$ cat config.mk
export PLATFORM = sky130hd
export DESIGN_NAME = seven_segment_arbiter_flat
export DESIGN_NICKNAME = d
export VERILOG_FILES = /design/src/rtl/seven_segment_arbiter_if.sv /design/src/rtl/seven_segment_arbiter.sv /design/src/flat_wrapper.sv
export SDC_FILE = /design/constraint.sdc
export NUM_CORES = 1
export LEC_CHECK = 0
export CORE_MARGIN = 4
export CORE_UTILIZATION = 49
export CTS_BUF_LIST = sky130_fd_sc_hd__clkbuf_2
export DETAILED_ROUTE_END_ITERATION = 16
export PLACE_DENSITY = 0.87
export SLEW_MARGIN = 5
export SYNTH_ARGS = -nofsm -noshare
export SYNTH_HDL_FRONTEND = slang
export SYNTH_SLANG_ARGS = --single-unit
$ cat constraint.sdc
create_clock -name clk -period 2.3 [get_ports clk]
set_input_delay 0.46 -clock clk [delete_from_list [all_inputs] [get_ports clk]]
set_output_delay 0.46 -clock clk [all_outputs]
set_load 0.005 [all_outputs]
$ cat src/rtl/seven_segment_arbiter_if.sv
// Display-sharing bus between requesters and the seven-segment arbiter.
// The arbiter side registers every output, so grant and data arrive one clock after the request.
// There is no backpressure: requests are level-sensitive and stay asserted until the requester is served.
interface seven_segment_arbiter_if #(
    parameter int NUM_REQ      = 4,
    parameter int NUM_SEGMENTS = 2
);
    localparam int IW = $clog2(NUM_REQ);

    logic [NUM_REQ-1:0]                        req;
    logic [NUM_REQ-1:0][NUM_SEGMENTS-1:0][3:0] req_encoded;
    logic [NUM_REQ-1:0][NUM_SEGMENTS-1:0]      req_dp;
    logic [NUM_REQ-1:0]                        grant;
    logic [IW-1:0]                             owner_idx;
    logic                                      disp_valid;
    logic [NUM_SEGMENTS-1:0][3:0]              encoded;
    logic [NUM_SEGMENTS-1:0]                   digit_point;

    // Arbiter side.
    modport slave (
        input  req, req_encoded, req_dp,
        output grant, owner_idx, disp_valid, encoded, digit_point
    );

    // Requester / display-driver side.
    modport master (
        output req, req_encoded, req_dp,
        input  grant, owner_idx, disp_valid, encoded, digit_point
    );
endinterface

$ cat src/rtl/seven_segment_arbiter.sv
// Round-robin arbiter that hands one shared seven-segment display to NUM_REQ requesters for at least HOLD_CYCLES each.
// Latency: grant, owner_idx, disp_valid and display data are all registered and appear one clk after they are decided.
// No backpressure: an owner keeps the display for the minimum hold even if its req drops. Define SEG_ARB_OWNER_DP_EN to show the owner index on the digit points.
module seven_segment_arbiter #(
    parameter int NUM_REQ      = 4,
    parameter int NUM_SEGMENTS = 2,
    parameter int HOLD_CYCLES  = 50_000_000
) (
    input  logic                    clk,
    input  logic                    reset,
    seven_segment_arbiter_if.slave  bus
);
    localparam int IW = $clog2(NUM_REQ);
    localparam int CW = $clog2(HOLD_CYCLES + 1);

    typedef enum logic [1:0] {
        IDLE = 2'd0,
        HOLD = 2'd1,
        OPEN = 2'd2
    } state_t;

    state_t                       state;
    logic [CW-1:0]                cnt;
    logic [IW-1:0]                rr_start;
    logic [NUM_REQ-1:0]           grant_q;
    logic [IW-1:0]                owner_q;
    logic                         vld_q;
    logic [NUM_SEGMENTS-1:0][3:0] enc_q;
    logic [NUM_SEGMENTS-1:0]      dp_q;

    logic [NUM_REQ-1:0]           cand;
    logic                         win_found;
    logic [IW-1:0]                win_idx;
    logic                         owner_req;
    logic                         eval_open;

    // Round-robin search from rr_start; the current owner never competes against itself.
    always_comb begin
        int idx;
        idx       = 0;
        cand      = bus.req & ~grant_q;
        win_found = 1'b0;
        win_idx   = '0;
        for (int i = 0; i < NUM_REQ; i++) begin
            idx = int'(rr_start) + i;
            if (idx >= NUM_REQ) begin
                idx = idx - NUM_REQ;
            end
            if (!win_found && cand[idx]) begin
                win_found = 1'b1;
                win_idx   = IW'(idx);
            end
        end
    end

    // The last hold cycle applies the open-window rules directly, so there is no dead cycle before a switch.
    always_comb begin
        owner_req = bus.req[owner_q];
        eval_open = (state == OPEN) ||
                    ((state == HOLD) && (cnt == CW'(HOLD_CYCLES - 1)));
    end

    // Arbitration state machine; every bus output is a register written here.
    always_ff @(posedge clk) begin
        if (reset) begin
            state    <= IDLE;
            cnt      <= '0;
            rr_start <= '0;
            grant_q  <= '0;
            owner_q  <= '0;
            vld_q    <= 1'b0;
            enc_q    <= '0;
            dp_q     <= '0;
        end else begin
            case (state)
                IDLE, HOLD, OPEN: begin
                    if ((state == IDLE || eval_open) && win_found) begin
                        // Hand over: new owner's data lands on the same edge as its grant.
                        state    <= HOLD;
                        cnt      <= '0;
                        grant_q  <= NUM_REQ'(1) << win_idx;
                        owner_q  <= win_idx;
                        vld_q    <= 1'b1;
                        rr_start <= (win_idx == IW'(NUM_REQ - 1)) ? '0 : win_idx + IW'(1);
                        enc_q    <= bus.req_encoded[win_idx];
`ifdef SEG_ARB_OWNER_DP_EN
                        dp_q     <= NUM_SEGMENTS'(win_idx);
`else
                        dp_q     <= bus.req_dp[win_idx];
`endif
                    end else if (state == IDLE) begin
                        grant_q <= '0;
                        vld_q   <= 1'b0;
                    end else if (eval_open && !owner_req) begin
                        // Owner gone and nobody waiting: release the display, keep the last digits.
                        state   <= IDLE;
                        grant_q <= '0;
                        vld_q   <= 1'b0;
`ifdef SEG_ARB_OWNER_DP_EN
                        dp_q    <= '0;
`endif
                    end else begin
                        if (eval_open) begin
                            state <= OPEN;
                            cnt   <= CW'(HOLD_CYCLES);
                        end else begin
                            cnt   <= cnt + CW'(1);
                        end
                        // Track the owner's data only while it is asking; otherwise freeze.
                        if (owner_req) begin
                            enc_q <= bus.req_encoded[owner_q];
`ifndef SEG_ARB_OWNER_DP_EN
                            dp_q  <= bus.req_dp[owner_q];
`endif
                        end
                    end
                end
                default: begin
                    state   <= IDLE;
                    grant_q <= '0;
                    vld_q   <= 1'b0;
                end
            endcase
        end
    end

    assign bus.grant       = grant_q;
    assign bus.owner_idx   = owner_q;
    assign bus.disp_valid  = vld_q;
    assign bus.encoded     = enc_q;
    assign bus.digit_point = dp_q;
endmodule

$ cat src/flat_wrapper.sv
// flat-port wrapper written by rule: the top's interface ports become plain ports
module seven_segment_arbiter_flat 
#(
    parameter int NUM_REQ      = 4,
    parameter int NUM_SEGMENTS = 2,
    parameter int HOLD_CYCLES  = 50_000_000
)
  (clk, reset, bus_req, bus_req_encoded, bus_req_dp, bus_grant, bus_owner_idx, bus_disp_valid, bus_encoded, bus_digit_point);
  seven_segment_arbiter_if #(.NUM_REQ(NUM_REQ), .NUM_SEGMENTS(NUM_SEGMENTS)) bus_i ();
  input  logic clk;
  input  logic reset;
  input wire logic [$bits(bus_i.req)-1:0] bus_req;
  input wire logic [$bits(bus_i.req_encoded)-1:0] bus_req_encoded;
  input wire logic [$bits(bus_i.req_dp)-1:0] bus_req_dp;
  output wire logic [$bits(bus_i.grant)-1:0] bus_grant;
  output wire logic [$bits(bus_i.owner_idx)-1:0] bus_owner_idx;
  output wire logic [$bits(bus_i.disp_valid)-1:0] bus_disp_valid;
  output wire logic [$bits(bus_i.encoded)-1:0] bus_encoded;
  output wire logic [$bits(bus_i.digit_point)-1:0] bus_digit_point;
  assign bus_i.req = bus_req;
  assign bus_i.req_encoded = bus_req_encoded;
  assign bus_i.req_dp = bus_req_dp;
  assign bus_grant = bus_i.grant;
  assign bus_owner_idx = bus_i.owner_idx;
  assign bus_disp_valid = bus_i.disp_valid;
  assign bus_encoded = bus_i.encoded;
  assign bus_digit_point = bus_i.digit_point;
  seven_segment_arbiter #(.NUM_REQ(NUM_REQ), .NUM_SEGMENTS(NUM_SEGMENTS), .HOLD_CYCLES(HOLD_CYCLES)) u_core (.clk(clk), .reset(reset), .bus(bus_i));
endmodule
==> impl_metrics.tcl <==
set metrics [dict create \
    fin_crit_ns 2.201 \
    p_total_mw 2.007 \
    fin_crit_sh 0.9569 \
    grt_usage 0.2395 \
    route.vias.total 3524 \
    clock_sinks 47 \
    clkTransAtPathRegs_ns 0.21 \
    placementRows 29 \
    status "finished clean" \
    synth_edf_count 0 \
    core_mm2 0.006350 \
    synth_top_area_cell "dfxtp_1" \
    fin_area_mm2 0.004392 \
    synth_top_area_frac 0.2949 \
    start_util 0.5025 \
    drtIter0Drc 213 \
    ir_drop_v 0.0002939 \
    cp.buffers_inverters 1 \
    pre_cts_ws_ns -0.4245 \
    htreeDepth 2 \
    synth_area_leaders "dfxtp_1 29%, mux4_2 7.8%, mux2i_1 6.0%" \
    fin_ws_ns 0.09912 \
    cts_tree "built" \
    multi_input_area_mm2 0.002193 \
    drt_pass1_iterations 5 \
    grt_pass1_wl_um 15190 \
    cap_viol_max_count 0 \
    critPathSlowestCell "or4_4" \
    crit_family "simple AND/OR/NAND/NOR gates" \
    synth_cell_types 58 \
    fin_util 0.6916 \
    clock_skew_ns 0.02399 \
    cts_buffers 5 \
    area_delta_synth_final_pct 37.65 \
    crit_chain "ha_2 -> nand3_2 -> or4_4 -> o31ai_4 -> and3_4 -> buf_12 -> a21oi_2 -> a311oi_1" \
    report.final.slew_viol_count 0 \
    ys_ff_latch 47 \
    boundaryPins 63 \
    setup_violations 0 \
    leakage_nw 1.562 \
    worst_ep_arrival_time_ns 2.54 \
    final_hold_viol_count 0 \
    rrSetupSlack_ns 0.1 \
    syn_inst 368 \
    critPathLaunchType "flop" \
    async_flop_share 0 \
    yosysSeqAreaShare 0.2949 \
    synth_area_mm2 0.003191 \
    portBuffers 62 \
    synth_warnings 0 \
    drtAntennaViolNets 0 \
    grt_max_degree 24 \
    grt_pass1_vias 3486 \
    hold_path.class "reg -> reg" \
    die_h_um 88.69 \
    routed_wl_um 9727 \
    drt-wirelength-per-cell_um 17.62 \
    register_area_um2 943.4 \
    worst_ep_required_time_ns 2.64 \
    drcViolationCount 0 \
    fp.dieW_um 88.69 \
    cp_max_fo 23 \
    max_slew_margin 0.4357 \
    vias_per_cell 6.384 \
    dpl.hpwl_um 7334 \
    nFillCells 454 \
    gp_congestion 0.9219 \
    insertion_delay_ns 0.42 \
    worst_path_largest_cell_delay_ns 0.58 \
    antenna_found_initial 0 \
    tightest_slew_ns 0.8464 \
    synth_fp_nets 419 \
    placed_area_mm2 0.004273 \
    cp-end-kind "flop" \
    power_density_mw_per_mm2 457.0 \
    critPathKind "reg -> reg" \
    clockRootBuffer "clkbuf_2" \
    fin_nets 526 \
    hold_buffers 0 \
    clockBufferDepth 2 \
    grt_overflow 0 \
    postSynthAreaPerCell_um2 8.670 \
    diodes 0 \
    dieArea_mm2 0.007866 \
    final_layout_size_suffix_gt1_frac 0.2358 \
    ys.flop_type "dfxtp_1" \
    max_freq_mhz 454.4 \
]
Yosys cell counts, drive strengths merged, types with 5 or more instances:
master	count
and3	5
clkbuf	9
inv	5
nand4	9
mux4	11
dfxtp	47
nand2b	12
mux2i	19
buf	11
nand3	22
a32o	10
a31oi	7
o21ai	9
a211oi	5
ha	5
nand2	36
nor3	9
or2	12
a22oi	5
a21oi	26
nor2	20
nor4	5
and2	6
o2111ai	11
nor2b	5
worst reg2reg max path: cells and delay by family (launching register included):
| kind | cells | cell delay (ns) |
|---|---|---|
| AND/OR/NAND/NOR | 3 | 0.91 |
| AO/OA/AOI/OAI | 3 | 0.49 |
| flip-flops | 1 | 0.38 |
| adder cells (fa/ha/maj) | 1 | 0.19 |
| buffers and inverters | 1 | 0.17 |
cell usage in the layout, fill, tap and decap left out, types with 11 or more instances in the layout:
cell type and count:
clkdlybuf4s50_1 62, buf_4 54, dfxtp_1 45, nand2_1 36, a21oi_1 22, nand3_1 20
nor2_1 20, mux2i_1 19, nand2b_1 12, or2_2 12, mux4_2 11, o2111ai_1 11
layout make-up:
type,instances,share of cell area
Tap cell,77,0.02194
Multi-Input combinational cell,296,0.4994
Sequential cell,47,0.2148
Timing Repair Buffer,120,0.2519
Clock buffer,5,0.005698
Clock inverter,2,0.001994
Inverter,5,0.004274
path summary, 6_finish.rpt:
kind | from | endpoint | cells after the start
setup / recovery | u_core.cnt[0]$_SDFFE_PP0P_ | u_core.cnt[17]$_SDFFE_PP0P_ | 8
hold / removal | u_core.bus.digit_point[1]$_SDFFE_PP0P_ | u_core.bus.digit_point[1]$_SDFFE_PP0P_ | 1
setup reg to reg | u_core.cnt[0]$_SDFFE_PP0P_ | u_core.cnt[17]$_SDFFE_PP0P_ | 8
hold reg to reg | u_core.bus.digit_point[1]$_SDFFE_PP0P_ | u_core.bus.digit_point[1]$_SDFFE_PP0P_ | 1
metal layers:
metal / global-route usage / vias to the layer above / share of wire
met1: 0.2945 / 1650 / 0.39
met3: 0.04749 / 43 / 0.067
met4: 0.09890 / 0 / 0.031
met5: 0 / - / 0
li1: - / 1644 / -
met2: 0.4076 / 187 / 0.51
repair_timing:
action | 4_1_cts | 5_1_grt
resized for setup | 0 | 15
setup buffers | 0 | 2
setup endpoints to repair | 0 | 39
registers in the layout, summed over array words and instances (netlist names):
name / cells
u_core.bus.digit_point: 2
u_core.cnt: 26
u_core.bus.grant: 4
u_core.bus.encoded: 8
u_core.bus.disp_valid: 1
u_core.state: 2
u_core.bus.owner_idx: 2
u_core.rr_start: 2
per-stage QoR:
stage	setup TNS [ns]	hold WS, ns	cells
5_1_grt	-0.001684	0.5399	552
6_report	0	0.5090	552
3_5_place_dp	-9.261	0.4653	543
2_1_floorplan	0	0.4599	368
3_3_place_gp	-6.789	0.4528	543
4_1_cts	0	0.5116	550
logic make-up after synthesis:
group | synth area share
AND/OR/NAND/NOR | 0.2694
XOR/XNOR | 0.01098
adder cells (fa/ha/maj) | 0.01961
multiplexers | 0.1373
flip-flops | 0.2949
buffers and inverters | 0.04000
AO/OA/AOI/OAI | 0.2278
report_power, final:
part | total [mW] | switching [mW] | leakage (nW) | internal (mW)
combinational | 0.775 | 0.348 | 1.15 | 0.427
clock | 0.325 | 0.261 | 0.0262 | 0.0644
sequential | 0.907 | 0.0420 | 0.384 | 0.865
total | 2.01 | 0.651 | 1.56 | 1.36
No activity file was read; power rests on OpenSTA's default activity.
